<file path="src/rtl/decision_pkg.sv">
// Shared types, fp16 field masks and helpers for the decision-path logic.
// Pure declarations; no latency.
// No flow control of its own; consumers decide backpressure.
package decision_pkg;

  typedef enum logic {
    IDLE  = 1'b0,
    ACCUM = 1'b1
  } state_t;

  localparam logic [15:0] FP16_EXP_MASK  = 16'h7C00;
  localparam logic [15:0] FP16_MANT_MASK = 16'h03FF;
  localparam int          FP16_SIGN_BIT  = 15;

  // NaN: exponent all ones with a non-zero mantissa (infinities excluded).
  function automatic logic is_nan(input logic [15:0] x);
    return ((x & FP16_EXP_MASK) == FP16_EXP_MASK) && ((x & FP16_MANT_MASK) != 16'h0000);
  endfunction

endpackage

</file>
<file path="src/rtl/fp16_gt.sv">
// Strict fp16 greater-than: a_gt_b = (a > b), NaN below everything, +0 == -0.
// Latency: purely combinational.
// No flow control; evaluates every cycle.
module fp16_gt
  import decision_pkg::*;
(
  input  logic [15:0] a,
  input  logic [15:0] b,
  output logic        a_gt_b
);

  logic        w_a_nan;
  logic        w_b_nan;
  logic        w_both_zero;
  logic [15:0] w_a_key;
  logic [15:0] w_b_key;

  assign w_a_nan     = is_nan(a);
  assign w_b_nan     = is_nan(b);
  assign w_both_zero = (a[14:0] == 15'd0) && (b[14:0] == 15'd0);

  // Map sign-magnitude onto an unsigned ordering: negatives are inverted so a
  // larger magnitude sorts lower, positives get the top bit set to sort above.
  assign w_a_key = a[FP16_SIGN_BIT] ? ~a : (a ^ 16'h8000);
  assign w_b_key = b[FP16_SIGN_BIT] ? ~b : (b ^ 16'h8000);

  // NaN never wins; any number beats NaN; signed zeros tie; otherwise key order.
  always_comb begin
    a_gt_b = 1'b0;
    if (w_a_nan) begin
      a_gt_b = 1'b0;
    end else if (w_b_nan) begin
      a_gt_b = 1'b1;
    end else if (w_both_zero) begin
      a_gt_b = 1'b0;
    end else begin
      a_gt_b = (w_a_key > w_b_key);
    end
  end

endmodule

</file>
<file path="src/rtl/argmax_decision.sv">
// Argmax over a frame of NUM_CLASSES fp16 scores; emits the winning class index.
// Latency: valid_out pulses 1 cycle after the edge accepting the last score.
// No backpressure: every valid_in beat is accepted, gaps allowed. Option: ARGMAX_SCORE_OUT_EN adds max_score.
module argmax_decision
  import decision_pkg::*;
#(
  parameter int DATA_WIDTH  = 16,
  parameter int NUM_CLASSES = 10,
  parameter int IDX_W       = $clog2(NUM_CLASSES)
) (
  input  logic                  clk,
  input  logic                  rst,
  input  logic                  valid_in,
  input  logic [DATA_WIDTH-1:0] score_in,
  output logic                  valid_out,
  output logic [IDX_W-1:0]      class_out,
`ifdef ARGMAX_SCORE_OUT_EN
  output logic [DATA_WIDTH-1:0] max_score,
`endif
  output logic                  busy
);

  localparam logic [IDX_W-1:0] LAST_IDX = IDX_W'(NUM_CLASSES - 1);

  state_t                r_state;
  logic [IDX_W-1:0]      r_idx;
  logic [DATA_WIDTH-1:0] r_best_val;
  logic [IDX_W-1:0]      r_best_idx;
  logic [IDX_W-1:0]      r_class_out;
  logic                  r_valid_out;
  logic                  r_busy;

  state_t                w_state_nxt;
  logic [IDX_W-1:0]      w_idx_nxt;
  logic [DATA_WIDTH-1:0] w_best_val_nxt;
  logic [IDX_W-1:0]      w_best_idx_nxt;
  logic [IDX_W-1:0]      w_class_nxt;
  logic                  w_valid_nxt;
  logic                  w_gt;

`ifdef ARGMAX_SCORE_OUT_EN
  logic [DATA_WIDTH-1:0] r_max_score;
  logic [DATA_WIDTH-1:0] w_max_score_nxt;
`endif

  fp16_gt u_gt (
    .a      (score_in),
    .b      (r_best_val),
    .a_gt_b (w_gt)
  );

  // State register plus all datapath registers of the frame accumulator.
  always_ff @(posedge clk or posedge rst) begin
    if (rst) begin
      r_state     <= IDLE;
      r_idx       <= '0;
      r_best_val  <= '0;
      r_best_idx  <= '0;
      r_class_out <= '0;
      r_valid_out <= 1'b0;
      r_busy      <= 1'b0;
    end else begin
      r_state     <= w_state_nxt;
      r_idx       <= w_idx_nxt;
      r_best_val  <= w_best_val_nxt;
      r_best_idx  <= w_best_idx_nxt;
      r_class_out <= w_class_nxt;
      r_valid_out <= w_valid_nxt;
      r_busy      <= (w_state_nxt == ACCUM);
    end
  end

`ifdef ARGMAX_SCORE_OUT_EN
  // Winning value, captured together with class_out.
  always_ff @(posedge clk or posedge rst) begin
    if (rst) begin
      r_max_score <= '0;
    end else begin
      r_max_score <= w_max_score_nxt;
    end
  end
`endif

  // Next-state and datapath: score 0 seeds the best, later scores replace it
  // only on strict greater-than so ties keep the lower index.
  always_comb begin
    w_state_nxt    = r_state;
    w_idx_nxt      = r_idx;
    w_best_val_nxt = r_best_val;
    w_best_idx_nxt = r_best_idx;
    w_class_nxt    = r_class_out;
    w_valid_nxt    = 1'b0;
`ifdef ARGMAX_SCORE_OUT_EN
    w_max_score_nxt = r_max_score;
`endif
    case (r_state)
      IDLE: begin
        if (valid_in) begin
          w_best_val_nxt = score_in;
          w_best_idx_nxt = '0;
          w_idx_nxt      = IDX_W'(1);
          w_state_nxt    = ACCUM;
        end
      end
      ACCUM: begin
        if (valid_in) begin
          if (w_gt) begin
            w_best_val_nxt = score_in;
            w_best_idx_nxt = r_idx;
          end
          if (r_idx == LAST_IDX) begin
            w_class_nxt = w_gt ? r_idx : r_best_idx;
`ifdef ARGMAX_SCORE_OUT_EN
            w_max_score_nxt = w_gt ? score_in : r_best_val;
`endif
            w_valid_nxt = 1'b1;
            w_idx_nxt   = '0;
            w_state_nxt = IDLE;
          end else begin
            w_idx_nxt = r_idx + IDX_W'(1);
          end
        end
      end
      default: begin
        w_state_nxt = IDLE;
        w_idx_nxt   = '0;
      end
    endcase
  end

  assign valid_out = r_valid_out;
  assign class_out = r_class_out;
  assign busy      = r_busy;
`ifdef ARGMAX_SCORE_OUT_EN
  assign max_score = r_max_score;
`endif

endmodule
</file>
<file path="config.mk">
export PLATFORM = sky130hd
export DESIGN_NAME = argmax_decision
export DESIGN_NICKNAME = d
export VERILOG_FILES = /design/src/rtl/decision_pkg.sv /design/src/rtl/fp16_gt.sv /design/src/rtl/argmax_decision.sv
export SDC_FILE = /design/constraint.sdc
export NUM_CORES = 1
export LEC_CHECK = 0
export CAP_MARGIN = 10
export CORE_ASPECT_RATIO = 0.8
export CORE_MARGIN = 2
export CORE_UTILIZATION = 53
export CTS_CLUSTER_DIAMETER = 100
export DETAILED_ROUTE_END_ITERATION = 16
export PLACE_DENSITY = 0.77
export SYNTH_ARGS = -nofsm -noshare
export SYNTH_HDL_FRONTEND = slang
export SYNTH_SLANG_ARGS = --single-unit
</file>
<file path="constraint.sdc">
create_clock -name clk -period 2.8 [get_ports clk]
set_input_delay 0.56 -clock clk [delete_from_list [all_inputs] [get_ports clk]]
set_output_delay 0.56 -clock clk [all_outputs]
set_load 0.01 [all_outputs]
</file>
== Word level (Yosys, flattened, before mapping) ==
Index checks and enable logic that the tools add are counted.
Widths: inputs -> output; s select.
Word-level totals
  flip-flop bits (word level): 30
  logic and storage cells: 53
  output and inout bits: 6
  latch bits: 0
  bits of input ports: 19
  ROM bits: 0
  bits in writable memories: 0
  memories kept: 0
Operators by class
  mux-type cells: 24
  shift-type cells: 0
  eq/ne operators: 6
  bitwise logic cells: 5
  div/mod/pow operators: 0
  reduce and logical (&&, ||, !) cells: 10
  multipliers: 0
  magnitude comparators: 1
  add/subtract/negate cells: 1
Operator list (number)
  $mux 16: 5
  $not 16->16: 2
  $pmux 16 s2: 1
  $reduce_bool 16->1: 2
  $logic_not 15->1: 2
  $mux 4: 6
  $gt 16x16->1: 1
  $pmux 4 s2: 2
  $eq 5x5->1 const B: 2
  $mux 1: 9
  $reduce_and 3->1: 2
  $add 4x1->4 const B: 1
  $eq 4x4->1 const B: 1
  $ne 2x2->1 const B: 2
  $logic_and 1x1->1: 3
  $not 1->1: 3
  $ne 2x1->1 const B: 1
  $pmux 1 s2: 1
  $reduce_and 2->1: 1

== Logic depth before layout (Yosys ltp) ==
  depth after elaboration: 9
  depth in mapped cells: 12
  depth with buffers taken out: 9

== Hierarchy ==
Synthesis repeated with hierarchy kept, for this count alone.
Unflattened totals
  cell total of the unflattened synthesis: 192
  area total of the unflattened synthesis: 2100.8 sq um
By module, submodules not included
  argmax_decision: area each 1347.5 sq um, cells each 100, instances 1
  fp16_gt: area each 753.2 sq um, cells each 92, instances 1

== Worst setup path after synthesis ==
Ideal clock, no wire load.
  kind: input port to flip-flop
  start point: input port score_in[15]
  end point: register r_best_val[10]
  stages: 11
  setup slack: -0.435 ns
  buffers on the path: 3
  arrival time: 3.153 ns
  setup time: 0.082 ns
  cell sequence: clkbuf_1 clkbuf_1 xor2_1 ha_1 nand4_1 nor4_2 a21oi_1 a32oi_4 buf_12 mux2_4 o211ai_2
Between the ends
  word-level cells in the longest chain between the ends: 8
  elaborated cells on any way between the ends: 9
Ends and longest elaborated chain
  start, declared: line argmax_decision.sv:14  | input logic [DATA_WIDTH-1:0] score_in,
  $not 1->1 (no source line) / $not 16->16 (equally long branches)
  $mux 16 (*): line fp16_gt.sv:24  | assign w_a_key = a[FP16_SIGN_BIT] ? ~a : (a ^ 16'h8000);
  $gt 16x16->1 (*): line fp16_gt.sv:37  | a_gt_b = (w_a_key > w_b_key);
  $mux 1 (*): line fp16_gt.sv:34  | end else if (w_both_zero) begin
  $mux 1 (*): line fp16_gt.sv:32  | end else if (w_b_nan) begin
  $mux 1 (*): line fp16_gt.sv:30  | if (w_a_nan) begin
  $ne 2x1->1 (no source line) (*)
  $reduce_and 3->1 (no source line) (*)
  end signal, assigned: line argmax_decision.sv:65  | r_best_val <= w_best_val_nxt;
  end, declared: line argmax_decision.sv:27  | logic [DATA_WIDTH-1:0] r_best_val;
Mark *: on every way between the ends. The rest lies on a longest branch, timed or not.
A chain may end at the register's enable or synchronous reset.

== Worst setup path after layout ==
  start point: input port score_in[15]
  end point: register r_best_val[3]
Same word-level chain as after synthesis.

==> impl_metrics.csv <==
group,metric,value,unit
floorplanning,rows,22,
logic_synthesis,synth_nets,332,
grt,grt_pass1_vias,2325,
worst_setup_path,startpoint_type,"primary input",
grt,antenna_found_initial,0,
final_layout,diodes,0,
logic_synthesis,synth_edf_count,0,
route,wl,7430,µm
logic_synthesis,synth-seq-cells,30,
final_layout,syn_to_final_growth,32.4,%
floorplanning,dieArea,5590,µm²
cts,ctsHtreeMaxLevel,2,
worst_setup_path,cp.arrival,2.93,ns
sta,setup_viol,0,
worst_setup_path,crit_slowest_cell,"nor4_4",
final_layout,layout.nets,390,
power,p_leak,1.59,nW
logic_synthesis,synth.yosys.warnings,0,
power,worst_ir_drop_vdd,0.000661,V
sta,slew-limit-headroom,48.6,%
sta,drv_slew,0,
route,viasPerCell,6.06,
logic_synthesis,syn_area,2650,µm²
floorplanning,coreArea,4710,µm²
route,firstDrtPassIters,4,
sta,clock_skew,0.0111,ns
worst_setup_path,path_max_fanout,8,
grt,grt_max_degree,31,
status,status,"completed",
placement,port-buffer-count,24,
placement,gp_congestion,0.827,
cts,root_buffer,"clkbuf_8",
floorplanning,die_w,83.1,µm
sta,max_clock_freq,366,MHz
logic_synthesis,synth_top_area_cell,"dfrtp_1",
placement,dpl_cell_area,3200,µm²
final_layout,drive_gt1_share,28.8,%
cts,clk_pin_slew,0.08,ns
logic_synthesis,synth.top_cells.by_area,"dfrtp_1 (28%), ha_1 (8.5%), mux2_4 (6.8%)",
worst_setup_path,crit_chain,"buf_6, buf_6, buf_8, xor2_1, ha_1, nand4_1, nor4_4, o21ai_1, nand4_1, a32oi_4, buf_12, buf_12, mux2_4, o211ai_1",
final_layout,multi_input_area,1870,µm²
sta,hold_violations,0,
worst_setup_path,slowest_delay,0.36,ns
floorplanning,ios,25,
cts,insertion_delay,0.30,ns
sta,fin_crit_sh,97.6,%
logic_synthesis,netlist_instances,295,
power,power_per_cell_area,1160,nW/µm²
route,drc_errors,0,
flow_run,max_cap_viol_count,0,
final_layout,final_cell_area,3510,µm²
grt,grt_usage,26.0,%
logic_synthesis,yosys.cell_types.count,39,
cts,numCtsBuffers,5,
route,wl_per_cell,17.9,µm
final_layout,final-seq-area,752,µm²
worst_setup_path,cp.required,3.00,ns
sta,finalSetupTns,0,ns
logic_synthesis,synth_top_area_share,28.3,%
floorplanning,initial_utilization,56.4,%
hold_path,min_path_type,"flip-flop to flip-flop",
route,vias,2510,
worst_setup_path,critPathKind,"primary input to flip-flop",
logic_synthesis,avgSynthCellArea,8.99,µm²
final_layout,fill_cells,333,
worst_setup_path,critPathCaptureType,"flip-flop",
cts,cts_tree,"done",
placement,hpwlAfterDp,4960,µm
sta,fin_crit,2.73,ns
route,drtAntennaViolNets,0,
grt,grt_pass1_wl,11300,µm
logic_synthesis,async_flop_share,100,%
cts,cts_sinks,30,
cts,cts.path.max_buffers,2,
floorplanning,die_y,67.3,µm
route,drtIter0Drc,214,
sta,worst_slew_pin_slew,0.770,ns
logic_synthesis,ys_dominant_reg_cell,"dfrtp_1",
logic_synthesis,synth-seq-area-share,28.3,%
grt,gr-total-overflow,0,
[layout by cell type (no fill, tap or decap), types with 4 or more instances in the layout]
cell	count
dfrtp_1	29
nor2b_1	16
o211ai_1	5
inv_1	7
clkbuf_8	5
xnor2_1	15
dlymetal6s2s_1	5
ha_1	17
nand2_1	32
a31oi_1	16
a21oi_2	4
nor4_1	6
xor2_1	13
a21oi_1	6
o21ai_0	7
nand4_1	5
nand3_1	24
clkdlybuf4s50_1	14
mux2_4	16
nor2_1	8
buf_12	5
buf_4	37
o211ai_2	12
[metrics by stage]
step / hold slack (ns) / std cells / power (mW) / util (%) / setup slack [ns]
floorplan: 0.467 / 295 / 2.62 / - / 0.0263
global placement: 0.472 / 397 / 3.13 / 68.0 / -0.464
detailed placement: 0.477 / 397 / 3.23 / 68.0 / -0.582
CTS: 0.495 / 405 / 3.64 / 70.3 / 0.000408
global route: 0.511 / 414 / 4.33 / 74.6 / -0.0104
finish: 0.493 / 414 / 4.08 / 74.6 / 0.0679
[registers in the layout (all words and copies together) (netlist names)]
register    cells
r_best_idx      4
r_idx           4
r_best_val     16
busy            1
valid_out       1
class_out       4
[final timing paths]
check	startpoint	depth (start not counted)	slack, ns	to
max	score_in[15]	14	0.07	r_best_val[3]$_DFFE_PP0P_
min	class_out[2]$_DFFE_PP0P_	2	0.49	class_out[2]$_DFFE_PP0P_
max reg2reg	r_best_val[15]$_DFFE_PP0P_	12	0.10	r_best_val[3]$_DFFE_PP0P_
min reg2reg	class_out[2]$_DFFE_PP0P_	2	0.49	class_out[2]$_DFFE_PP0P_
max in group asynchronous	rst	3	1.84	r_best_val[15]$_DFFE_PP0P_
min in group asynchronous	rst	3	0.63	r_best_val[7]$_DFFE_PP0P_
[what timing repair did]
item,4_1_cts,5_1_grt
hold buffers,0,0
resized for setup,10,28
buffers inserted,0,8
endpoints found under the setup margin,24,23
cloned,0,1
pin swaps,4,12
[synthesized netlist by cell type (3+ instances only)]
| cell | number |
|---|---|
| a21oi_1 | 10 |
| a31oi_1 | 16 |
| buf_1 | 4 |
| clkbuf_1 | 13 |
| dfrtp_1 | 30 |
| ha_1 | 18 |
| inv_1 | 7 |
| mux2_2 | 4 |
| mux2_4 | 12 |
| nand2_1 | 33 |
| nand2b_1 | 3 |
| nand3_1 | 24 |
| nand4_1 | 5 |
| nor2_1 | 8 |
| nor2b_1 | 16 |
| nor3_1 | 3 |
| nor4_1 | 8 |
| o211ai_1 | 5 |
| o211ai_2 | 12 |
| o21ai_0 | 10 |
| xnor2_1 | 15 |
| xor2_1 | 15 |
[where the power goes]
| group | internal, mW | switching, mW |
|---|---|---|
| Clock | 0.174 | 0.189 |
| Combinational | 1.54 | 1.28 |
| Sequential | 0.639 | 0.252 |
| Total | 2.36 | 1.72 |
[worst max-delay path: cells and delay by family]
family	cells	cell delay, ns
AND/OR/NAND/NOR	3	0.66
buffers and inverters	5	0.65
adder cells (fa/ha/maj)	1	0.31
multiplexers	1	0.29
AO/OA/AOI/OAI	3	0.28
XOR/XNOR	1	0.17
[area by class of cell]
class | count | share of cell area (%)
clock buffers | 5 | 1.96
clock inverters | 3 | 0.606
inverters | 7 | 0.748
multi-input cells | 238 | 53.2
flip-flops and latches | 30 | 21.4
well taps | 60 | 2.14
repair buffers | 71 | 20.0
[layer usage]
metal | part of all wire [%] | GRT usage, % | wire length (µm) | vias up
met5 | 0 | 0 | 0 | -
met2 | 47 | 42.4 | 3490 | 97
met4 | 0.87 | 8.20 | 65 | 0
li1 | - | - | - | 1188
met3 | 7.3 | 7.21 | 542 | 10
met1 | 45 | 34.1 | 3330 | 1215
[cells by family after synthesis]
group	Yosys count	share of synthesized area, %
AOI/OAI and AO/OA	62	18.0
xor gates and xnor gates	30	9.91
adders and majority gates	18	8.49
buffers and inverters	27	4.76
DFF	30	28.3
muxes	16	8.49
and+or+nand+nor	112	22.1
(Power assumes the default switching activity.)
